## src/rtl/uart_pkg.sv

```systemverilog
// Shared definitions for the UART transmit path: FSM states and line levels.
package uart_pkg;

   // Transmitter frame phases, in the order they occur on the line.
   typedef enum logic [2:0] {
      ST_IDLE   = 3'd0,
      ST_START  = 3'd1,
      ST_DATA   = 3'd2,
      ST_PARITY = 3'd3,
      ST_STOP   = 3'd4
   } tx_state_e;

   // Line levels for the framing bits.
   localparam logic START_BIT  = 1'b0;
   localparam logic STOP_BIT   = 1'b1;
   localparam logic IDLE_LEVEL = 1'b1;

   // Parity type selector values.
   localparam logic PAR_EVEN = 1'b0;
   localparam logic PAR_ODD  = 1'b1;

endpackage : uart_pkg

```

## src/rtl/uart_tx_serializer.sv

```systemverilog
// Holds the byte captured at frame accept and walks a bit index across it.
// The captured byte is never shifted, so the core can compute parity from it
// at any point in the frame.
module uart_tx_serializer
   import uart_pkg::*;
#(
   parameter int DATA_WIDTH = 8
) (
   input  logic                  CLK,
   input  logic                  RST,
   input  logic                  load_i,
   input  logic                  shift_en_i,
   input  logic [DATA_WIDTH-1:0] data_i,
   output logic [DATA_WIDTH-1:0] data_o,
   output logic                  bit_o,
   output logic                  next_bit_o,
   output logic                  last_o
);

   localparam int CNT_W = (DATA_WIDTH > 1) ? $clog2(DATA_WIDTH) : 1;
   localparam logic [CNT_W-1:0] CNT_LAST = CNT_W'(DATA_WIDTH - 1);

   logic [DATA_WIDTH-1:0] data_q, data_d;
   logic [CNT_W-1:0]      cnt_q, cnt_d;
   logic [CNT_W-1:0]      cnt_inc;

   assign cnt_inc = cnt_q + CNT_W'(1);

   // Next-state: load captures the byte and rewinds the index; shift advances
   // the index but never past the last bit.
   always_comb begin
      data_d = data_q;
      cnt_d  = cnt_q;
      if (load_i) begin
         data_d = data_i;
         cnt_d  = '0;
      end else if (shift_en_i && (cnt_q != CNT_LAST)) begin
         cnt_d = cnt_inc;
      end
   end

   // Capture register and bit index, cleared asynchronously.
   always_ff @(posedge CLK or negedge RST) begin
      if (!RST) begin
         data_q <= '0;
         cnt_q  <= '0;
      end else begin
         data_q <= data_d;
         cnt_q  <= cnt_d;
      end
   end

   assign data_o     = data_q;
   assign bit_o      = data_q[cnt_q];
   // Only meaningful while not on the last bit; the wrapped index is harmless.
   assign next_bit_o = data_q[cnt_inc];
   assign last_o     = (cnt_q == CNT_LAST);

endmodule : uart_tx_serializer

```

## src/rtl/uart_tx_core.sv

```systemverilog
// UART transmitter: start + DATA_WIDTH data bits (LSB first) + optional
// parity + stop. One CLK period is one bit time. TX_OUT and Busy are
// registered and hold the level of the bit currently on the line.
module uart_tx_core
   import uart_pkg::*;
#(
   parameter int DATA_WIDTH = 8
) (
   input  logic                  CLK,
   input  logic                  RST,
   input  logic [DATA_WIDTH-1:0] P_DATA,
   input  logic                  DATA_VALID,
   input  logic                  PAR_EN,
   input  logic                  PAR_TYP,
   output logic                  TX_OUT,
   output logic                  Busy
);

   tx_state_e             state_q;
   logic                  tx_q;
   logic                  busy_q;
   logic                  par_en_q;
   logic                  par_typ_q;

   logic                  load;
   logic                  shift_en;
   logic [DATA_WIDTH-1:0] cap_data;
   logic                  cur_bit;
   logic                  next_bit;
   logic                  last_bit;
   logic                  parity_bit;

   // Inputs are only looked at in IDLE, so anything upstream does mid-frame
   // cannot disturb the frame in flight.
   assign load     = (state_q == ST_IDLE) && DATA_VALID;
   assign shift_en = (state_q == ST_DATA) && !last_bit;

   uart_tx_serializer #(
      .DATA_WIDTH (DATA_WIDTH)
   ) u_ser (
      .CLK        (CLK),
      .RST        (RST),
      .load_i     (load),
      .shift_en_i (shift_en),
      .data_i     (P_DATA),
      .data_o     (cap_data),
      .bit_o      (cur_bit),
      .next_bit_o (next_bit),
      .last_o     (last_bit)
   );

   // Parity from the captured byte; odd parity is the inverted XOR.
   assign parity_bit = (^cap_data) ^ (par_typ_q == PAR_ODD);

   // Frame sequencer. Each branch loads TX_OUT with the level of the bit that
   // the next state puts on the line, keeping the output glitch-free.
   always_ff @(posedge CLK or negedge RST) begin
      if (!RST) begin
         state_q   <= ST_IDLE;
         tx_q      <= IDLE_LEVEL;
         busy_q    <= 1'b0;
         par_en_q  <= 1'b0;
         par_typ_q <= 1'b0;
      end else begin
         case (state_q)
            ST_IDLE: begin
               tx_q   <= IDLE_LEVEL;
               busy_q <= 1'b0;
               if (DATA_VALID) begin
                  par_en_q  <= PAR_EN;
                  par_typ_q <= PAR_TYP;
                  state_q   <= ST_START;
                  tx_q      <= START_BIT;
                  busy_q    <= 1'b1;
               end
            end
            ST_START: begin
               // Index was rewound on accept, so cur_bit is data bit 0.
               state_q <= ST_DATA;
               tx_q    <= cur_bit;
            end
            ST_DATA: begin
               if (last_bit) begin
                  if (par_en_q) begin
                     state_q <= ST_PARITY;
                     tx_q    <= parity_bit;
                  end else begin
                     state_q <= ST_STOP;
                     tx_q    <= STOP_BIT;
                  end
               end else begin
                  tx_q <= next_bit;
               end
            end
            ST_PARITY: begin
               state_q <= ST_STOP;
               tx_q    <= STOP_BIT;
            end
            ST_STOP: begin
               // Always pass through IDLE so Busy drops for at least a cycle.
               state_q <= ST_IDLE;
               tx_q    <= IDLE_LEVEL;
               busy_q  <= 1'b0;
            end
            default: begin
               state_q <= ST_IDLE;
               tx_q    <= IDLE_LEVEL;
               busy_q  <= 1'b0;
            end
         endcase
      end
   end

   assign TX_OUT = tx_q;
   assign Busy   = busy_q;

endmodule : uart_tx_core

```

## config.mk

```make
export PLATFORM = sky130hd
export DESIGN_NAME = uart_tx_core
export DESIGN_NICKNAME = d
export VERILOG_FILES = /design/src/rtl/uart_pkg.sv /design/src/rtl/uart_tx_serializer.sv /design/src/rtl/uart_tx_core.sv
export SDC_FILE = /design/constraint.sdc
export NUM_CORES = 1
export LEC_CHECK = 0
export BUFFER_PORTS_ARGS = -buffer_cell sky130_fd_sc_hd__buf_4
export CAP_MARGIN = 25
export CORE_ASPECT_RATIO = 0.6
export CORE_MARGIN = 2
export CORE_UTILIZATION = 45
export CTS_BUF_LIST = sky130_fd_sc_hd__clkbuf_16
export CTS_CLUSTER_DIAMETER = 30
export DETAILED_ROUTE_END_ITERATION = 7
export HOLD_SLACK_MARGIN = 0.15
export MAX_ROUTING_LAYER = met4
export PLACE_DENSITY = 0.65
export SETUP_SLACK_MARGIN = 0.15
export SYNTH_ARGS = -nofsm -noshare
export SYNTH_HDL_FRONTEND = slang
export SYNTH_SLANG_ARGS = --single-unit
```

## constraint.sdc

```tcl
create_clock -name CLK -period 3.25 [get_ports CLK]
set_input_delay 0.65 -clock CLK [delete_from_list [all_inputs] [get_ports CLK]]
set_output_delay 0.65 -clock CLK [all_outputs]
set_load 0.005 [all_outputs]
```

==> run metrics, run 1 <==
vias in the first global route=575; Final min period=1.97 ns; Core ar.=2150 sq um; Startpoint Class=register; R2R Setup Slk=1.28 ns; # diodes=0; WL final=1.84 mm; die width=65.2 um; CP endpoint kind=register; initial DRC count=26; initial antenna violation count=0; logic gate share of total power=roughly 44%; top_reg_cell synth=dfrtp_1; maximum VDD drop=0.000445 V; TNS Setup=0 ns; Clock transition at path regs=approximately 0.05 ns; Final Util=55.9%; CTS Sinks=18; # rows=13; highest-count cells in the layout ignoring fill and taps=dfrtp_1, buf_4, mux2_2; CTS root buf=clkbuf_16; IO Port Bufs=14; RSZ-0062 raised after global routing=false; Die Y-Extent=40.7 um; clk_skew=0.00114 ns; register share of total power=between 30% and 40%; number of buffers created by CTS=3; post-DR vias/cell=5.31; hpwl dp=1.32 mm; wire length of the first global-routing pass=2.97 mm; Hold WS=0.264 ns; total global-route track usage=16.8%; leak pwr=between 0.5 and 0.6 nW; syn_nets=94; GRT met1 Usage=23.2%; Arr. time, crit path=about 2.1 ns; Hold Crit Class=in2async; critical path's slowest cell=mux4_1; CP Cell Sequence=ha_1 -> mux4_1 -> mux2_2 -> o211ai_2 -> o211ai_1; met2 Resource Use GR=23.7%; Async SR Flop Fraction=100%; Fill cells=187; status=finished clean; DR vias=653; warnings from Yosys=0; nets@finish=109; count of cell types in the netlist=31; Crit Path Category=reg2reg; Post-synth EDFFs=0; Final Hold Vio Count=0; Max-slew headroom=60.9%; Worst-Skew Late Latency=0.25 ns; total grt overflow=0; PostCTS Resize Cnt=0; crit-path max FO=5; most common cell after layout, fill and taps aside=dfrtp_1; DRC violations left=0; sequential element share of the synthesized area=44.7%; CP bufs+invs=0; Mean Syn Cell Area=12.8 sq um; CTS Buffer Depth=2; Area growth syn-to-layout=18.8%; Int Pwr=slightly below 0.9 mW; Synth Instances=around 80; sw frac=between 30% and 40%; Slew Viols, Final=0; CP Data Required Time=3.42 ns; layout cell share with drive strength beyond 1=34.4%; drt wl/cell=around 15 um; Final setup violation count=0; Period Utilization, post-route=~60%; CTS tree=done; die area=2650 sq um; Top delay family on crit path=multiplexers; part of the power in the clock network=19.3%; CP max stage delay=about 0.56 ns; Cell Area, Synth=1010 sq um; router iterations before antenna repair=4; maxcap violations=0; DRT antenna net count=0; Power Density=1070 nW/um^2; depth of the CTS H-tree=1; largest net degree at the start of global routing=19; met3 usage=4.95%; worst-margin pin slew=between 0.5 and 0.6 ns; CTS Hold Bufs=0; Setup Fix Bufs, Post-CTS=0; gpl congestion=~0.75; switching power=0.416 mW; Synth Register Bits=18; Top Usage Layer GRT=met2; initial core utilization=a little under half; Max Clk Rate=508 MHz; Overall Power=1.28 mW; Ports=15
## final timing paths
kind                           startpoint        endpoint  depth (start not counted)
max in group asynchronous             RST          TX_OUT                          1
min in group CLK                par_typ_q       par_typ_q                          1
max reg2reg                u_ser.cnt_q[1]          TX_OUT                          5
min reg2reg                     par_typ_q       par_typ_q                          1
min                                   RST  u_ser.cnt_q[2]                          1
max                        u_ser.cnt_q[1]          TX_OUT                          5
## through the flow
stage	cell area, sq um	setup WS [ns]	cells
after floorplan	1010	1.39	79
after global placement	1120	1.26	119
after detailed placement	1120	1.28	119
after CTS	1200	1.28	123
after global routing	1200	1.19	123
final	1200	1.28	123
## worst reg2reg max path: cells and delay by family, from the launching register on
family | cells | cell delay [ns]
AOI/OAI and AO/OA | 2 | 0.23
adders and majority gates | 1 | 0.37
DFF | 1 | 0.44
muxes | 2 | 0.85
## routing by layer
metal  up-vias  wire (um)
met5         -          0
met4         0         16
li1        317          -
met1       318        984
met3         4         83
met2        14        755
## power groups by stage
stage,clock [mW],combinational (mW),sequential [mW]
2_1_floorplan,0,0.527,0.416
3_3_place_gp,0,0.563,0.470
3_5_place_dp,0,0.566,0.477
4_1_cts,0.253,0.569,0.474
5_1_grt,0.262,0.621,0.494
6_report,0.248,0.562,0.475
## sequential cells by signal, summed over array words and instances, names as in the netlist
name          count
TX_OUT            1
state_q           3
par_en_q          1
u_ser.cnt_q       3
u_ser.data_o      8
Busy              1
par_typ_q         1
## synthesized netlist by cell type, types with 2 or more instances
cell type	instances	share of area (%)
mux2i_1	6	5.9
mux2_2	10	11
o21ai_0	2	0.99
nor2_1	6	2.2
ha_1	2	2.5
nor3_1	2	0.99
buf_4	2	1.5
xnor2_1	3	2.6
mux4_1	2	5.2
nand3_1	3	1.5
dfrtp_1	17	42
nor2b_1	2	1.2
a21oi_1	2	0.99
nand2_1	3	1.1
## logic make-up (layout without fill, tap and decap cells)
kind of cell    after synthesis  after routing  synth area share, %
simple gates                 20             20                 10.5
compound gates                9              9                 6.20
buf+inv                       5             19                 3.47
mux                          19             19                 24.5
fa+ha+maj                     2              2                 2.48
flops                        18             18                 44.7
xor+xnor                      6              6                 8.05
## layout make-up
| class | instances | area, sq um | share of cell area [%] |
|---|---|---|---|
| clock buffers | 3 | 75.1 | 6.26 |
| clock inverters | 1 | 3.75 | 0.313 |
| inverters | 1 | 3.75 | 0.313 |
| multi-input cells | 56 | 523 | 43.6 |
| flip-flops and latches | 18 | 452 | 37.6 |
| well taps | 30 | 37.5 | 3.13 |
| repair buffers | 14 | 105 | 8.76 |
Power figures use the tool's default switching activity.
==> run 2: changes to the inputs <==
--- a/config.mk
+++ b/config.mk
@@ -5,6 +5,7 @@
 export SDC_FILE = /design/constraint.sdc
 export NUM_CORES = 1
 export LEC_CHECK = 0
+export ABC_AREA = 1
 export BUFFER_PORTS_ARGS = -buffer_cell sky130_fd_sc_hd__buf_4
 export CAP_MARGIN = 25
 export CORE_ASPECT_RATIO = 0.6
@@ -15,7 +16,7 @@
 export DETAILED_ROUTE_END_ITERATION = 7
 export HOLD_SLACK_MARGIN = 0.15
 export MAX_ROUTING_LAYER = met4
-export PLACE_DENSITY = 0.65
+export PLACE_DENSITY = 0.67
 export SETUP_SLACK_MARGIN = 0.15
 export SYNTH_ARGS = -nofsm -noshare
 export SYNTH_HDL_FRONTEND = slang
==> constraint.sdc (replaced) <==
create_clock -name CLK -period 1.66 [get_ports CLK]
set_input_delay 0.332 -clock CLK [delete_from_list [all_inputs] [get_ports CLK]]
set_output_delay 0.332 -clock CLK [all_outputs]
set_load 0.005 [all_outputs]
==> run metrics, run 2 <==
status=finished clean; drt wl/cell=11.9 um; Synth Instances=153; Startpoint Class=register; layout cell share with drive strength beyond 1=between 20% and 30%; Int Pwr=1.57 mW; sw frac=44.6%; Final min period=1.50 ns; nets@finish=189; Slew Viols, Final=0; CTS tree=done; router iterations before antenna repair=4; Worst-Skew Late Latency=0.25 ns; Max-slew headroom=80.6%; die width=around 68 um; WL final=2.41 mm; vias in the first global route=a little under 900; multiplexer share of the synthesized area=0%; Period Utilization, post-route=90.6%; largest net degree at the start of global routing=19; post-synthesis compound-gate area fraction=13.2%; Final setup violation count=0; number of buffers created by CTS=3; hold path depth=3; Final Hold Vio Count=0; part of the power in the clock network=between 15 and 20%; Async SR Flop Fraction=100%; logic gate share of total power=52.3%; Overall Power=around 2.8 mW; die area=around 2900 sq um; worst-margin pin slew=0.288 ns; syn_nets=168; xor/xnor share of the synthesized area=under 10%; Hold Crit Class=in2reg; highest-count cells in the layout ignoring fill and taps=nand2_1, buf_4, dfrtp_1; gpl congestion=between 0.9 and 1; Cell Area, Synth=1100 sq um; sequential element share of the synthesized area=40.9%; # rows=13; Largest register FFs=8; hpwl dp=around 1.8 mm; Crit Path Category=reg2reg; Synth Register Bits=18; leak pwr=0.695 nW; CTS Sinks=18; CP Data Required Time=1.84 ns; initial core utilization=49.2%; Die Y-Extent=42.4 um; Max Clk Rate=665 MHz; end of the worst register-to-register path=TX_OUT; TNS Setup=0 ns; top cells by area, synth=dfrtp_1, nand2_1, nand3_1; Arr. time, crit path=1.69 ns; DRC violations left=0; post-synth top area cell=dfrtp_1; Mean Syn Cell Area=7.21 sq um; post-DR vias/cell=5.00; CP Capture Point=TX_OUT; Fill cells=220; depth of the CTS H-tree=1; wire length of the first global-routing pass=3.95 mm; crit-path max FO=4; DR vias=1,016; maximum VDD drop=roughly 0.0012 V; post-synth top area share=between 30% and 40%; initial antenna violation count=0; top_reg_cell synth=dfrtp_1; Post-synth EDFFs=0; switching power=1.27 mW; multi-input logic area=about 540 sq um; Power Density=2110 nW/um^2; R2R Setup Slk=0.16 ns; total grt overflow=0; Clock transition at path regs=0.05 ns; CP endpoint kind=register; clk_skew=around 0.0022 ns; register share of total power=30.8%; IO Port Bufs=14; most common cell after layout, fill and taps aside=nand2_1; Crit. Startpoint=u_ser.cnt_q[0]; CTS root buf=clkbuf_16; RSZ-0062 raised after global routing=true; warnings from Yosys=0; Area growth syn-to-layout=22.0%; R2R Path Start=u_ser.cnt_q[0]; DRT antenna net count=0; initial DRC count=39; count of cell types in the netlist=26; count leader, synth=nand2_1; top cells by count, synth=nand2_1, dfrtp_1, inv_1; maxcap violations=0; Hold WS=around 0.28 ns; Reg area=approximately 450 sq um; Ports=15; worst reg-to-reg path cell count=11; Core ar.=around 2200 sq um; post-synthesis simple-gate area fraction=30.6%; Synth Area in Adders=under 10%; largest family of logic cells by synthesized area=simple AND/OR/NAND/NOR gates; CTS Buffer Depth=2; total global-route track usage=19.6%; # diodes=0
-- run 2: cell count changes after synthesis, sizes merged, moves of 2 or more --
| cell | change |
|---|---|
| nand2 | +52 |
| inv | +21 |
| o21ai | +15 |
| mux2 | -10 |
| nand3 | +10 |
| mux2i | -6 |
| a21oi | +4 |
| mux4 | -3 |
| nor2 | +3 |
| nor2b | -2 |
| xnor2 | -2 |
-- run 2: repair_timing --
item | in CTS | in global routing
endpoints found under the hold margin | 17 | 0
cloned | 0 | 0
gates resized for setup | 2 | 1
setup endpoints to repair | 1 | 1
pin swaps | 4 | 5
buffers inserted | 1 | 1
hold buffers | 1 | 0
-- run 2: cell type report --
class	instances	area share (%)
tap	30	2.79
clock buffer	3	5.58
timing repair buffer	19	10.8
clock inverter	1	0.279
sequential	18	33.6
multi-input combinational	109	40.4
inverter	23	6.60
-- run 2: worst min-delay path by stage --
stage | startpoint | endpoint | slack, ns
2_1_floorplan | RST | Busy | 0.04
3_3_place_gp | RST | u_ser.data_o[0] | 0.21
3_5_place_dp | RST | state_q[2] | 0.21
4_1_cts | P_DATA[0] | u_ser.data_o[0] | 0.28
5_1_grt | P_DATA[0] | u_ser.data_o[0] | 0.29
6_report | P_DATA[0] | u_ser.data_o[0] | 0.28
-- run 2: cells by family (layout without fill, tap and decap cells) --
group                    count (synthesis)  in the layout
AND/OR/NAND/NOR                         79             79
AO/OA/AOI/OAI                           26             26
buffers and inverters                   26             46
flip-flops                              18             18
adder cells (fa/ha/maj)                  2              2
XOR/XNOR                                 2              2
-- run 2: power by group through the flow --
| stage | sequential, mW | combinational, mW | clock [mW] |
|---|---|---|---|
| 2_1_floorplan | 0.835 | 1.15 | 0 |
| 3_3_place_gp | 0.863 | 1.37 | 0 |
| 3_5_place_dp | 0.872 | 1.42 | 0 |
| 4_1_cts | 0.870 | 1.45 | 0.495 |
| 5_1_grt | 0.903 | 1.67 | 0.521 |
| 6_report | 0.874 | 1.48 | 0.478 |
-- run 2: critical path, stage by stage, from the launching register on --
cell and delay, ns:
dfrtp_1 0.38, ha_2 0.20, ha_4 0.28, inv_2 0.04, a21oi_2 0.09, o21ai_1 0.07
nand3_1 0.09, nand3_1 0.08, nand2_1 0.08, inv_2 0.03, nand2_1 0.05, nand2_1 0.04
-- run 2: per-stage QoR --
stage | instances | utilization (%) | instance area (sq um) | setup slack, ns
6_report | 203 | 60.0 | 1350 | 0.156
5_1_grt | 203 | 60.0 | 1350 | 0.101
4_1_cts | 202 | 59.6 | 1340 | 0.152
3_5_place_dp | 196 | 55.2 | 1240 | 0.149
3_3_place_gp | 196 | 55.2 | 1240 | 0.201
2_1_floorplan | 153 | - | 1120 | 0.173
-- run 2: metal layers --
layer  GRT usage [%]  wire, um  vias up
li1                -         -      527
met1            29.7      1290      459
met2            25.8       973       28
met3            5.65       138        2
met4            3.60        13        0
met5               -         0        -
==> run 3: changes to the inputs <==
--- a/config.mk
+++ b/config.mk
@@ -9,7 +9,7 @@
 export BUFFER_PORTS_ARGS = -buffer_cell sky130_fd_sc_hd__buf_4
 export CAP_MARGIN = 25
 export CORE_ASPECT_RATIO = 0.6
-export CORE_MARGIN = 2
+export CORE_MARGIN = 3
 export CORE_UTILIZATION = 45
 export CTS_BUF_LIST = sky130_fd_sc_hd__clkbuf_16
 export CTS_CLUSTER_DIAMETER = 30
==> run metrics, run 3 (synthesis results as in run 2) <==
Die Y-Extent=44.4 um; Startpoint Class=register; maximum VDD drop=0.000872 V; Final Hold Vio Count=0; CP Cell Sequence=ha_2 -> ha_4 -> inv_2 -> a21oi_2 -> o21ai_1 -> nand3_1 -> nand3_1 -> nand2_1 -> inv_2 -> nand2_2 -> nand2_2; Finished Layout Cells=just over 200; initial core utilization=49.2%; WL final=2.27 mm; Hold WS=~0.27 ns; Final setup violation count=0; CP endpoint kind=register; Power Density=2100 nW/um^2; Worst-Skew Late Latency=0.25 ns; wire length of the first global-routing pass=4.02 mm; TNS Setup=0 ns; Arr. time, crit path=1.68 ns; worst-margin pin slew=0.226 ns; status=finished clean; die area=3100 sq um; CP Data Required Time=1.84 ns; Ports=15; Period Utilization, post-route=90.5%; Area growth syn-to-layout=21.8%; worst reg-to-reg path cell count=11; Reg area=~450 sq um; layout cell share with drive strength beyond 1=around 23%; gpl congestion=0.975; RSZ-0062 raised after global routing=true; total global-route track usage=17.6%; largest net degree at the start of global routing=19; number of buffers created by CTS=3; Top delay family on crit path=adder cells; most common cell after layout, fill and taps aside=nand2_1; Fill cells=a little under 200; DRT antenna net count=0; Max Clk Rate=665 MHz; CP max stage delay=0.38 ns; drt wl/cell=11.2 um; crit-path max FO=4; # diodes=0; Slew Viols, Final=0; hpwl dp=1.73 mm; Clock transition at path regs=0.05 ns; hold path depth=3; die width=roughly 70 um; initial antenna violation count=0; DRC violations left=0; initial DRC count=95; Max-slew headroom=a little over four fifths; CP bufs+invs=2; Levels on crit path=11; highest-count cells in the layout ignoring fill and taps=nand2_1, dfrtp_1, buf_4; R2R Path Start=u_ser.cnt_q[0]; R2R Setup Slk=roughly 0.16 ns; depth of the CTS H-tree=1; DR vias=990; Core ar.=2240 sq um; maxcap violations=0; critical path's slowest cell=dfrtp_1; Hold Crit Class=in2reg; CTS Sinks=18; Cells after DPL=196; leak pwr=0.690 nW; CTS root buf=clkbuf_16; post-DR vias/cell=4.90; # rows=13; CTS Buffer Depth=2; vias in the first global route=between 800 and 900; WHS Endpoint=u_ser.data_o[0]; nets@finish=roughly 190; router iterations before antenna repair=4; HP Start=P_DATA[0]; total grt overflow=0; Crit Path Category=reg2reg; clk_skew=roughly 0.0017 ns; CTS tree=done; Final Util=59.9%; Final min period=1.50 ns; multi-input logic area=549 sq um; end of the worst register-to-register path=TX_OUT; IO Port Bufs=14; Largest register FFs=8
## run 3: metal layers
metal	track usage, %	wire [um]	up-vias
met4	3.82	8	0
li1	-	-	524
met1	25.3	1220	421
met5	-	0	-
met3	5.44	195	2
met2	24.4	843	43
## run 3: per-stage QoR
stage	total power [mW]	instance area [sq um]	setup WS [ns]
after floorplan	1.98	1120	0.173
after global placement	2.23	1240	0.201
after detailed placement	2.27	1240	0.156
after CTS	2.76	1330	0.150
after global routing	3.12	1340	0.0568
final	2.82	1340	0.157
## run 3: how the worst max path moves through the flow
stage,from,to,slack [ns]
floorplan,u_ser.cnt_q[1],TX_OUT,0.17
finish,u_ser.cnt_q[0],TX_OUT,0.16
global placement,u_ser.cnt_q[0],TX_OUT,0.20
global route,u_ser.cnt_q[0],TX_OUT,0.06
CTS,u_ser.cnt_q[1],TX_OUT,0.15
detailed placement,u_ser.cnt_q[0],TX_OUT,0.16
## run 3: repair_timing
action	CTS	global route
resized for setup	0	5
hold buffers	1	0
pin swaps	1	7
endpoints found under the setup margin	1	1
setup buffers	0	1
endpoints found under the hold margin	17	0
## run 3: area by class of cell
class | instances | share of cell area [%]
multi-input combinational | 109 | 40.9
sequential | 18 | 33.6
timing repair buffer | 18 | 10.2
inverter | 23 | 6.61
clock buffer | 3 | 5.59
tap | 30 | 2.79
clock inverter | 1 | 0.279
## run 3: report_power, final
part           switching, mW  leakage, nW  internal, mW  total [mW]
sequential             0.213        0.225         0.659       0.872
combinational          0.880        0.427         0.588        1.47
clock                  0.159       0.0385         0.320       0.479
## run 3: worst register-to-register path, stage by stage, from the launching register on
cell and delay [ns]:
dfrtp_1 0.38, ha_2 0.20, ha_4 0.28, inv_2 0.04, a21oi_2 0.09, o21ai_1 0.07, nand3_1 0.08, nand3_1 0.09
nand2_1 0.09, inv_2 0.04, nand2_2 0.05, nand2_2 0.05
